### config.mk
export PLATFORM = sky130hd
export DESIGN_NAME = fpu_unit
export DESIGN_NICKNAME = d
export VERILOG_FILES = /design/src/rtl/fpu_pkg.sv /design/src/rtl/fpu_cmp.sv /design/src/rtl/fpu_unit.sv
export SDC_FILE = /design/constraint.sdc
export NUM_CORES = 2
export LEC_CHECK = 0
export ABC_CLOCK_PERIOD_IN_PS = 3400
export BUFFER_PORTS_ARGS = -buffer_cell sky130_fd_sc_hd__buf_2
export CAP_MARGIN = 20
export CELL_PAD_IN_SITES_DETAIL_PLACEMENT = 0
export CELL_PAD_IN_SITES_GLOBAL_PLACEMENT = 1
export CORE_MARGIN = 2
export CORE_UTILIZATION = 23
export DETAILED_ROUTE_END_ITERATION = 10
export PLACE_DENSITY = 0.48
export SYNTH_ARGS = -nofsm -noshare
export SYNTH_HDL_FRONTEND = slang
export SYNTH_SLANG_ARGS = --single-unit
### constraint.sdc
create_clock -name clk -period 3.4 [get_ports clk]
set_clock_uncertainty 0.15 [all_clocks]
set_input_delay 0.68 -clock clk [delete_from_list [all_inputs] [get_ports clk]]
set_output_delay 0.68 -clock clk [all_outputs]
set_load 0.01 [all_outputs]
### src/rtl/fpu_pkg.sv
// Shared encodings, exception bit positions and IEEE-754 single helpers.
// Latency: n/a (package only).
// Backpressure: n/a (package only).
package fpu_pkg;

    // Major opcode and format selectors
    localparam logic [5:0] OP_COP1    = 6'b010001;
    localparam logic [4:0] FMT_ARITH  = 5'b10000;
    localparam logic [4:0] FMT_MFC1   = 5'b00000;
    localparam logic [4:0] FMT_MTC1   = 5'b00100;

    // Arithmetic selectors (fmt = FMT_ARITH)
    localparam logic [5:0] FUNCT_ADD  = 6'b000000;
    localparam logic [5:0] FUNCT_SUB  = 6'b000001;
    localparam logic [5:0] FUNCT_MUL  = 6'b000010;
    localparam logic [5:0] FUNCT_ABS  = 6'b000101;
    localparam logic [5:0] FUNCT_NEG  = 6'b000111;
    localparam logic [5:0] FUNCT_ITOF = 6'b100000;
    localparam logic [5:0] FUNCT_FTOI = 6'b100100;

    // Exception vector bit positions
    localparam int EXC_INVALID     = 0;
    localparam int EXC_OVERFLOW    = 1;
    localparam int EXC_UNDERFLOW   = 2;
    localparam int EXC_UNSUPPORTED = 3;

    localparam logic [31:0] QNAN = 32'h7FC0_0000;

    // Packed value plus the range flags raised while packing it
    typedef struct packed {
        logic [31:0] val;
        logic        ovf;
        logic        unf;
    } fp_res_t;

    function automatic logic is_nan(input logic [31:0] f);
        return (f[30:23] == 8'hFF) && (f[22:0] != 23'd0);
    endfunction

    function automatic logic is_inf(input logic [31:0] f);
        return (f[30:23] == 8'hFF) && (f[22:0] == 23'd0);
    endfunction

    // Denormals are replaced by a zero of the same sign before any use
    function automatic logic [31:0] ftz(input logic [31:0] f);
        return (f[30:23] == 8'd0) ? {f[31], 31'd0} : f;
    endfunction

    // Leading-zero count; 32 for an all-zero word
    function automatic logic [5:0] lzc32(input logic [31:0] v);
        logic       found;
        logic [5:0] n;
        found = 1'b0;
        n     = 6'd32;
        for (int i = 31; i >= 0; i--) begin
            if (!found && v[i]) begin
                n     = 6'(31 - i);
                found = 1'b1;
            end
        end
        return n;
    endfunction

    // Round-to-nearest-even and pack. m[26] is the hidden one, m[2] the
    // guard bit, m[1] round, m[0] sticky. exp_in is the biased exponent.
    function automatic fp_res_t round_pack(input logic              sgn,
                                           input logic signed [9:0] exp_in,
                                           input logic [26:0]       m);
        fp_res_t           res;
        logic              up;
        logic [24:0]       r;
        logic signed [9:0] e;
        up = m[2] & (m[3] | m[1] | m[0]);
        r  = {1'b0, m[26:3]} + {24'd0, up};
        e  = exp_in;
        // Mantissa rounded up to 2.0: renormalise (shifted-out bit is zero)
        if (r[24]) begin
            r = r >> 1;
            e = e + 10'sd1;
        end
        res.ovf = 1'b0;
        res.unf = 1'b0;
        if (e >= 10'sd255) begin
            res.val = {sgn, 8'hFF, 23'd0};
            res.ovf = 1'b1;
        end else if (e <= 10'sd0) begin
            res.val = {sgn, 31'd0};
            res.unf = 1'b1;
        end else begin
            res.val = {sgn, e[7:0], r[22:0]};
        end
        return res;
    endfunction

endpackage

### src/rtl/fpu_cmp.sv
// Single-precision equal / less-than compare; denormals count as signed zero.
// Latency: combinational (registered by the parent).
// Backpressure: none.
// Ports: x, y - operands; eq - numerically equal; lt - x < y. NaN clears both.
module fpu_cmp
    import fpu_pkg::*;
(
    input  logic [31:0] x,
    input  logic [31:0] y,
    output logic        eq,
    output logic        lt
);

    logic [31:0] xf;
    logic [31:0] yf;
    logic        any_nan;
    logic        both_zero;

    assign xf        = ftz(x);
    assign yf        = ftz(y);
    assign any_nan   = is_nan(xf) | is_nan(yf);
    assign both_zero = (xf[30:0] == 31'd0) && (yf[30:0] == 31'd0);

    always_comb begin
        eq = 1'b0;
        lt = 1'b0;
        if (!any_nan) begin
            eq = both_zero | (xf == yf);
            if (!both_zero) begin
                if (xf[31] != yf[31]) begin
                    lt = xf[31];
                end else if (!xf[31]) begin
                    lt = xf[30:0] < yf[30:0];
                end else begin
                    // Both negative: larger magnitude is the smaller value
                    lt = xf[30:0] > yf[30:0];
                end
            end
        end
    end

endmodule

### src/rtl/fpu_unit.sv
// Single-precision cop1 unit: moves, add/sub/mul, abs/neg, int<->float, compare.
// Latency: 1 cycle from in_valid to out_valid, one operation per cycle.
// Backpressure: none; results are produced every cycle and cannot be stalled.
// Ports: clk/rstn; in_valid, op, fmt, funct, a, b, cx, cy in;
//        out_valid, result, exception[3:0], eq, lt out (all registered).
module fpu_unit
    import fpu_pkg::*;
(
    input  logic        clk,
    input  logic        rstn,
    input  logic        in_valid,
    input  logic [5:0]  op,
    input  logic [4:0]  fmt,
    input  logic [5:0]  funct,
    input  logic [31:0] a,
    input  logic [31:0] b,
    input  logic [31:0] cx,
    input  logic [31:0] cy,
    output logic        out_valid,
    output logic [31:0] result,
    output logic [3:0]  exception,
    output logic        eq,
    output logic        lt
);

    // Flushed operands and their classes
    logic [31:0] af;
    logic [31:0] bf;
    logic        a_nan, b_nan, a_inf, b_inf, a_zero, b_zero;

    assign af     = ftz(a);
    assign bf     = ftz(b);
    assign a_nan  = is_nan(af);
    assign b_nan  = is_nan(bf);
    assign a_inf  = is_inf(af);
    assign b_inf  = is_inf(bf);
    assign a_zero = (af[30:0] == 31'd0);
    assign b_zero = (bf[30:0] == 31'd0);

    // ---------------- add / sub ----------------
    logic              bs;        // sign of b after the subtract flip
    logic              eff_sub;
    logic              swap;
    logic              big_s;
    logic [7:0]        big_e, small_e, d;
    logic [23:0]       big_m, small_m;
    logic [26:0]       big_x, small_x, aligned, norm_add;
    logic              sticky;
    logic [27:0]       sum;
    logic [5:0]        lz_add;
    logic signed [9:0] e_add;
    fp_res_t           pk_add;
    logic [31:0]       add_res;
    logic [3:0]        add_exc;

    always_comb begin
        bs       = bf[31] ^ (funct == FUNCT_SUB);
        eff_sub  = af[31] ^ bs;
        swap     = bf[30:0] > af[30:0];
        big_s    = swap ? bs : af[31];
        big_e    = swap ? bf[30:23] : af[30:23];
        small_e  = swap ? af[30:23] : bf[30:23];
        big_m    = swap ? {bf[30:23] != 8'd0, bf[22:0]} : {af[30:23] != 8'd0, af[22:0]};
        small_m  = swap ? {af[30:23] != 8'd0, af[22:0]} : {bf[30:23] != 8'd0, bf[22:0]};
        d        = big_e - small_e;
        big_x    = {big_m, 3'b000};
        small_x  = {small_m, 3'b000};
        aligned  = '0;
        sticky   = 1'b0;
        lz_add   = '0;
        norm_add = '0;
        e_add    = '0;
        add_res  = '0;
        add_exc  = '0;

        // Align the smaller operand; everything shifted past the round bit
        // collapses into the sticky bit.
        if (d >= 8'd27) begin
            sticky = |small_x;
        end else begin
            aligned = small_x >> d;
            sticky  = |(small_x & ~(27'h7FF_FFFF << d));
        end
        aligned = aligned | {26'd0, sticky};

        // big >= small in magnitude, so the difference never goes negative
        sum = eff_sub ? ({1'b0, big_x} - {1'b0, aligned})
                      : ({1'b0, big_x} + {1'b0, aligned});

        if (sum[27]) begin
            norm_add = {sum[27:2], sum[1] | sum[0]};
            e_add    = $signed({2'b00, big_e}) + 10'sd1;
        end else begin
            lz_add   = lzc32({sum[26:0], 5'b00000});
            norm_add = sum[26:0] << lz_add;
            e_add    = $signed({2'b00, big_e}) - $signed({4'b0000, lz_add});
        end
        pk_add = round_pack(big_s, e_add, norm_add);

        if (a_nan || b_nan || (a_inf && b_inf && eff_sub)) begin
            add_res              = QNAN;
            add_exc[EXC_INVALID] = 1'b1;
        end else if (a_inf) begin
            add_res = af;
        end else if (b_inf) begin
            add_res = {bs, bf[30:0]};
        end else if (sum == 28'd0) begin
            // Exact zero is +0 unless both addends were negative zeros
            add_res = {af[31] & bs, 31'd0};
        end else begin
            add_res                = pk_add.val;
            add_exc[EXC_OVERFLOW]  = pk_add.ovf;
            add_exc[EXC_UNDERFLOW] = pk_add.unf;
        end
    end

    // ---------------- mul ----------------
    logic              mul_s;
    logic [47:0]       prod;
    logic [26:0]       norm_mul;
    logic signed [9:0] e_mul;
    fp_res_t           pk_mul;
    logic [31:0]       mul_res;
    logic [3:0]        mul_exc;

    always_comb begin
        mul_s   = af[31] ^ bf[31];
        prod    = {af[30:23] != 8'd0, af[22:0]} * {bf[30:23] != 8'd0, bf[22:0]};
        e_mul   = $signed({2'b00, af[30:23]}) + $signed({2'b00, bf[30:23]}) - 10'sd127;
        mul_res = '0;
        mul_exc = '0;
        // Product of two 1.x mantissas lies in [1,4): keep 26 bits plus sticky
        if (prod[47]) begin
            norm_mul = {prod[47:22], |prod[21:0]};
            e_mul    = e_mul + 10'sd1;
        end else begin
            norm_mul = {prod[46:21], |prod[20:0]};
        end
        pk_mul = round_pack(mul_s, e_mul, norm_mul);

        if (a_nan || b_nan || (a_inf && b_zero) || (b_inf && a_zero)) begin
            mul_res              = QNAN;
            mul_exc[EXC_INVALID] = 1'b1;
        end else if (a_inf || b_inf) begin
            mul_res = {mul_s, 8'hFF, 23'd0};
        end else if (a_zero || b_zero) begin
            mul_res = {mul_s, 31'd0};
        end else begin
            mul_res                = pk_mul.val;
            mul_exc[EXC_OVERFLOW]  = pk_mul.ovf;
            mul_exc[EXC_UNDERFLOW] = pk_mul.unf;
        end
    end

    // ---------------- itof ----------------
    logic [31:0] int_mag;
    logic [31:0] norm_i;
    logic [5:0]  lz_i;
    fp_res_t     pk_itof;
    logic [31:0] itof_res;
    logic [3:0]  itof_exc;

    always_comb begin
        // Raw a: an integer word has no denormal or NaN encoding
        int_mag  = a[31] ? (~a + 32'd1) : a;
        lz_i     = lzc32(int_mag);
        norm_i   = int_mag << lz_i;
        pk_itof  = round_pack(a[31], 10'sd158 - $signed({4'b0000, lz_i}),
                              {norm_i[31:6], |norm_i[5:0]});
        itof_res = (a == 32'd0) ? 32'd0 : pk_itof.val;
        itof_exc = '0;
        itof_exc[EXC_OVERFLOW]  = pk_itof.ovf;
        itof_exc[EXC_UNDERFLOW] = pk_itof.unf;
    end

    // ---------------- ftoi ----------------
    logic [31:0] f_mag;
    logic [31:0] ftoi_res;
    logic [3:0]  ftoi_exc;

    always_comb begin
        f_mag    = '0;
        ftoi_res = '0;
        ftoi_exc = '0;
        if (af[30:23] >= 8'd158) begin
            // |a| >= 2^31, inf or NaN; only exactly -2^31 is representable
            if (af == 32'hCF00_0000) begin
                ftoi_res = 32'h8000_0000;
            end else begin
                ftoi_res              = af[31] ? 32'h8000_0000 : 32'h7FFF_FFFF;
                ftoi_exc[EXC_INVALID] = 1'b1;
            end
        end else if (af[30:23] >= 8'd127) begin
            // Exponent 150 puts the mantissa LSB at 2^0
            if (af[30:23] >= 8'd150) begin
                f_mag = {8'd0, 1'b1, af[22:0]} << (af[30:23] - 8'd150);
            end else begin
                f_mag = {8'd0, 1'b1, af[22:0]} >> (8'd150 - af[30:23]);
            end
            ftoi_res = af[31] ? (~f_mag + 32'd1) : f_mag;
        end
    end

    // ---------------- operation select ----------------
    logic [31:0] nxt_res;
    logic [3:0]  nxt_exc;
    logic        cmp_eq;
    logic        cmp_lt;

    always_comb begin
        nxt_res = '0;
        nxt_exc = '0;
        nxt_exc[EXC_UNSUPPORTED] = 1'b1;
        if (op == OP_COP1) begin
            unique case (fmt)
                FMT_MFC1: begin
                    nxt_res = a;
                    nxt_exc = '0;
                end
                FMT_MTC1: begin
                    nxt_res = b;
                    nxt_exc = '0;
                end
                FMT_ARITH: begin
                    unique case (funct)
                        FUNCT_ADD, FUNCT_SUB: begin
                            nxt_res = add_res;
                            nxt_exc = add_exc;
                        end
                        FUNCT_MUL: begin
                            nxt_res = mul_res;
                            nxt_exc = mul_exc;
                        end
                        FUNCT_ABS, FUNCT_NEG: begin
                            nxt_exc = '0;
                            if (a_nan) begin
                                nxt_res              = QNAN;
                                nxt_exc[EXC_INVALID] = 1'b1;
                            end else if (funct == FUNCT_ABS) begin
                                nxt_res = {1'b0, af[30:0]};
                            end else begin
                                nxt_res = {~af[31], af[30:0]};
                            end
                        end
                        FUNCT_ITOF: begin
                            nxt_res = itof_res;
                            nxt_exc = itof_exc;
                        end
                        FUNCT_FTOI: begin
                            nxt_res = ftoi_res;
                            nxt_exc = ftoi_exc;
                        end
                        default: ;
                    endcase
                end
                default: ;
            endcase
        end
    end

    fpu_cmp u_cmp (
        .x  (cx),
        .y  (cy),
        .eq (cmp_eq),
        .lt (cmp_lt)
    );

    // Outputs hold their last values through idle cycles
    always_ff @(posedge clk or negedge rstn) begin
        if (!rstn) begin
            out_valid <= 1'b0;
            result    <= '0;
            exception <= '0;
            eq        <= 1'b0;
            lt        <= 1'b0;
        end else begin
            out_valid <= in_valid;
            if (in_valid) begin
                result    <= nxt_res;
                exception <= nxt_exc;
                eq        <= cmp_eq;
                lt        <= cmp_lt;
            end
        end
    end

endmodule

After elaboration in Yosys (flattened, before gate mapping) --
Index checks and enable logic that the tools add are counted.
Operators by class: add/sub/neg operators 19, multiply operators 1, $lt $le $gt $ge 13, equality and inequality tests 16, shift-type cells 6, mux-type cells 222, bitwise operators 22, reductions and logical operators 159
Operators with widths (count):
- 32-bit two-way mux | 18
- 31-bit two-way mux | 12
- 6-bit two-way mux | 60
- 32-bit one-hot mux with 5 select lines | 1
- 31-bit zero test | 4
- 1-bit two-way mux | 104
- 32-bit one-hot mux with 3 select lines | 1
- 23-bit nonzero test | 4
- 27-bit two-way mux | 3
- 24-bit by 1-bit adder with 25-bit output | 3
- 23-bit two-way mux | 3
- 1-bit logical AND | 68
- 32-bit by 1-bit adder with 32-bit output, second input constant | 2
- 32-bit NOT | 2
- 31-bit > comparator | 2
- 1-bit zero test | 57
- 10-bit two-way mux | 5
- 24-bit by 24-bit multiplier with 48-bit output | 1
- 24-bit two-way mux | 2
- 23-bit zero test | 2
- 32-bit == test | 1
- 32-bit == test, second input constant | 1
- 8-bit == test, second input constant | 4
- 32-bit zero test | 1
- other kinds (57) | 97
Storage, ports and cells: flip-flop bits (word level) 39, input bits 148, output and inout bits 39, word-level logic and storage cells 463

Logic depth before layout (Yosys ltp) --
depth in word-level cells 136, depth in mapped cells 78, gate-level depth less buffers 69

Cells and area by module --
From an unflattened synthesis, not the netlist that was laid out.
Second synthesis, totals: cells, all modules 6216, area, all modules 44416.3 µm²
By module, submodules not included:
- fpu_unit | instances 1, cells each 6024, area each 43161.4 µm², sequential area each 975.9 µm²
- fpu_cmp | instances 1, cells each 192, area each 1255.0 µm², sequential area each 0.0 µm²

Worst setup path after synthesis --
Ideal clock, no wire load.
path kind input-to-reg, start in a[23], end reg result[20], setup time 0.138 ns, arrival 14.920 ns, required time 3.112 ns, path slack -11.808 ns, stages 69, path buffers 12, cell sequence clkinv_1 > clkbuf_1 > ha_1 > inv_1 > nor3_1 > nor2_1 > inv_1 > clkbuf_1 > ha_1 > clkbuf_1 > or4_4 > nor4b_4 > o211ai_1 > and2_1 > nor4_1 > nor2_1 > ha_1 > clkbuf_1 > [... 33 more ...] > ha_1 > nor2b_1 > o21ai_0 > nand2b_1 > a21o_1 > a21o_1 > a2111oi_0 > a41oi_1 > xnor2_1 > nand2b_1 > nand2b_1 > xor2_1 > or4_1 > nor4_1 > nor4_1 > nand3_2 > buf_2 > o21ai_1
Between the ends: cells in the longest elaborated chain, start to end 136, elaborated cells on any way between the ends 380, those cells by class 19 x add/sub; 1 x mul; 11 x order compare; 2 x eq/ne; 6 x shift; 188 x mux; 15 x bitwise; 138 x reduce/logical
Ends and longest elaborated chain:
- start: declaration | RTL line fpu_unit.sv:15 | input logic [31:0] a,
- 8-bit zero test | RTL line fpu_pkg.sv:46 | return (f[30:23] == 8'd0) ? {f[31], 31'd0} : f;
- 31-bit two-way mux | RTL line fpu_pkg.sv:46
- 31-bit > comparator | RTL line fpu_unit.sv:59 | swap = bf[30:0] > af[30:0];
- 8-bit two-way mux, on equally long branches | RTL line fpu_unit.sv:61, fpu_unit.sv:62
- 8-bit subtractor | RTL line fpu_unit.sv:65 | d = big_e - small_e;
- 27-bit by 8-bit << shifter with 27-bit output | RTL line fpu_unit.sv:82 | sticky = |(small_x & ~(27'h7FF_FFFF << d));
- 27-bit NOT | RTL line fpu_unit.sv:82
- 27-bit AND | RTL line fpu_unit.sv:82
- [... 120 more ...]
- 31-bit two-way mux | RTL line fpu_pkg.sv:83 | if (e >= 10'sd255) begin
- 32-bit two-way mux | RTL line fpu_unit.sv:107 | end else if (sum == 28'd0) begin
- 32-bit two-way mux | RTL line fpu_unit.sv:105 | end else if (b_inf) begin
- 32-bit two-way mux | RTL line fpu_unit.sv:103 | end else if (a_inf) begin
- 32-bit two-way mux | RTL line fpu_unit.sv:100 | if (a_nan || b_nan || (a_inf && b_inf && eff_sub)) begin
- 32-bit one-hot mux with 5 select lines * | RTL line fpu_unit.sv:225 | unique case (funct)
- 32-bit one-hot mux with 3 select lines * | RTL line fpu_unit.sv:215 | unique case (fmt)
- 32-bit two-way mux * | RTL line fpu_unit.sv:214 | if (op == OP_COP1) begin
- end signal: assignment | RTL line fpu_unit.sv:279 | result <= nxt_res;
- end: declaration | RTL line fpu_unit.sv:20 | output logic [31:0] result,
Every way passes the cells marked *; elsewhere a longest branch is shown, timed or not. The select of a mux whose other input is x is not followed. A chain may end at the register's enable or synchronous reset.

Final worst setup path --
start in b[27], end reg result[17]
Between the ends: cells in the longest elaborated chain, start to end 136, elaborated cells on any way between the ends 217, those cells by class 12 x add/sub; 1 x mul; 6 x order compare; 1 x eq/ne; 3 x shift; 110 x mux; 10 x bitwise; 74 x reduce/logical
Ends and longest elaborated chain:
- start: declaration | RTL line fpu_unit.sv:16 | input logic [31:0] b,
- 8-bit zero test | RTL line fpu_pkg.sv:46
- 31-bit two-way mux * | RTL line fpu_pkg.sv:46
- 31-bit > comparator | RTL line fpu_unit.sv:59
- 8-bit two-way mux, on equally long branches | RTL line fpu_unit.sv:61, fpu_unit.sv:62
- 8-bit subtractor | RTL line fpu_unit.sv:65
- 27-bit by 8-bit << shifter with 27-bit output | RTL line fpu_unit.sv:82
- 27-bit NOT | RTL line fpu_unit.sv:82
- 27-bit AND | RTL line fpu_unit.sv:82
- [... 120 more ...]
- 31-bit two-way mux | RTL line fpu_pkg.sv:83
- 32-bit two-way mux | RTL line fpu_unit.sv:107
- 32-bit two-way mux | RTL line fpu_unit.sv:105
- 32-bit two-way mux | RTL line fpu_unit.sv:103
- 32-bit two-way mux | RTL line fpu_unit.sv:100
- 32-bit one-hot mux with 5 select lines * | RTL line fpu_unit.sv:225
- 32-bit one-hot mux with 3 select lines * | RTL line fpu_unit.sv:215
- 32-bit two-way mux * | RTL line fpu_unit.sv:214
Marked as above.

==> flow_summary.toml <==
[synth]
synthDistinctLibCells = 120
synth_edf_count = 0
synthTopCellsByArea = "fa_1 (22%), ha_1 (9.8%), nand2_1 (6.8%)"
synth_top_area_share_pct = 21.9
synth_top_area_cell = "fa_1"
netlist_area_sq_um = 44300
avgSynthCellArea_sq_um = 7.21
ys_seq_area_share_pct = 2.21
syn_inst = 6134
syn_nets = 7114
synth_commonest_cells = "nand2_1 (804), inv_1 (696), fa_1 (485)"
yosysMostFrequentCell = "nand2_1"
async_reset_ff_share_pct = 100
synth-main-ff-cell = "dfrtp_1"
yosys_register_bits = 39
ys_warn_count = 0

[routing]
wirelength_um = 265000
vias = 53300
first_iter_violations = 4031
dr.pass1.iters = 8
viasPerCell = 5.05
remaining_drc_errors = 0
postRouteAntennaNets = 0
wl_per_cell_um = 25.1

[layout]
finalNetCount = 9018
area_growth_pct = 48.5
final_layout_size_suffix_gt1_share_pct = 34.5
final_core_util_pct = 34.3

[worst_setup_path]
criticalPathCategory = "primary input to flop"
cp.required_ps = 3410
cpMaxStageDelayCell = "or4_4"
slowest_delay_ps = 540
arrival_ps = 13690
critical_path.startpoint_type = "primary input"
worst-path-buf-inv = 13
cp-end-kind = "flop"
worst-path-max-fanout = 6
path_delay_family = "simple AND/OR/NAND/NOR gates"
cpMostUsedCell = "buf_12"

[placement]
hpwl_um = 227000
gp_congestion = 0.990
portBuffers = 186
dp_worst_setup_slack_ps = -11030

[floorplan]
die_h_um = 443
core-area_sq_um = 192000
die_w_um = 443
start_util_pct = 23.1
num_rows = 161
ios = 187
die_area_sq_um = 196000

[global_routing]
grt_max_degree = 61
grt_usage_pct = 26.3
antenna_found_initial = 9
grt_pass1_wl_um = 384000
gr-total-overflow = 0
grt_pass1_vias = 54900

[sta]
tightest_slew_ps = 1020
slew_headroom_pct = 31.3
fin_crit_ps = 13680
finalWorstSetupSlack_ps = -10280
max_freq_mhz = 73.1
rsz0062_at_grt = "true"
setup_viol = 36
fin_crit_sh_pct = 402
finalHoldViolCount = 0
slew_viol_final = 0

[clock_network]
cts-root-buf = "clkbuf_16"
cts.sinks = 39
tritoncts = "done"
max-clock-path-buffers = 2
clk_latency_ps = 310
cts_max_level = 2
clk_pin_slew_ps = 80
cts_hold_buf = 0
cts_buffers = 5

[worst_hold_path]
hp-class = "primary input to async pin"

[run_status]
failed_checks = "setup timing"
status = "complete, but fails checks"

[run]
drv_cap = 0
==> final cells by class <==
| type | instances | area, sq um |
|---|---|---|
| antenna | 5 | 12.5 |
| inverter | 709 | 2670 |
| fill | 20800 | 126000 |
| tap | 2526 | 3160 |
| sequential | 39 | 976 |
| timing repair buffer | 2313 | 17700 |
| clock buffer | 6 | 129 |
| multi-input combinational | 4970 | 41000 |
| clock inverter | 2 | 12.5 |
==> cell usage in the layout, fill, tap and decap left out, types with 123 or more instances in the layout <==
| cell | instances |
|---|---|
| buf_4 | 2039 |
| fa_1 | 483 |
| xnor2_1 | 144 |
| nand3_1 | 123 |
| nand2_1 | 791 |
| buf_2 | 181 |
| nor3_1 | 132 |
| a21oi_1 | 315 |
| inv_1 | 690 |
| o21ai_0 | 278 |
| ha_1 | 326 |
| nor2_1 | 436 |
| and3_1 | 152 |
| and2_1 | 141 |
==> flip-flops by register name (all words and copies together) (netlist names) <==
register and flops:
exception 4, lt 1, out_valid 1, eq 1
result 32
==> routing by layer <==
metal / GRT usage, % / wire length (um) / up-vias
met2: 43.1 / 120000 / 1467
met5: 0 / 0 / -
met1: 36.4 / 123000 / 26500
met3: 1.97 / 10900 / 317
li1: - / - / 25000
met4: 9.01 / 11400 / 0
==> metrics by stage <==
| step | area, sq um | cells | hold slack (ps) | setup TNS (ps) |
|---|---|---|---|---|
| 2_1_floorplan | 44900 | 6134 | 234 | -340440 |
| 3_3_place_gp | 62900 | 10500 | 341 | -376310 |
| 3_5_place_dp | 62900 | 10500 | 335 | -373790 |
| 4_1_cts | 64500 | 10500 | 311 | -337290 |
| 5_1_grt | 65700 | 10600 | 321 | -361350 |
| 6_report | 65700 | 10600 | 289 | -345520 |
==> kinds of logic (layout without fill, tap and decap cells) <==
family | after synthesis | after routing | synth area share (%)
multiplexers | 183 | 183 | 4.70
AND/OR/NAND/NOR | 2260 | 2261 | 24.8
flip-flops | 39 | 39 | 2.21
other | 0 | 5 | 0
AO/OA/AOI/OAI | 1456 | 1456 | 22.1
XOR/XNOR | 236 | 236 | 4.70
buffers and inverters | 1126 | 3030 | 9.72
adder cells (fa/ha/maj) | 834 | 834 | 31.8
==> final timing paths <==
kind	start	endpoint	slack, ps	cells after the start
max	b[27]	result[17]$_DFFE_PN0P_	-10280	68
min in group clk	result[31]$_DFFE_PN0P_	result[31]$_DFFE_PN0P_	360	1
min reg2reg	result[31]$_DFFE_PN0P_	result[31]$_DFFE_PN0P_	360	1
max in group asynchronous	rstn	result[17]$_DFFE_PN0P_	2050	2
max reg2reg	result[8]$_DFFE_PN0P_	result[8]$_DFFE_PN0P_	670	8
min	rstn	lt$_DFFE_PN0P_	290	1
==> timing repair <==
item                                   4_1_cts  5_1_grt
setup buffers                               60       38
resized for setup                          206      166
endpoints found under the hold margin        0        0
setup endpoints to repair                   36       37
gates cloned                                 4        0
pin swaps                                   97       93
Power is not shown: default switching activity piles up to over one toggle a cycle in this logic, so the estimate is an artifact.
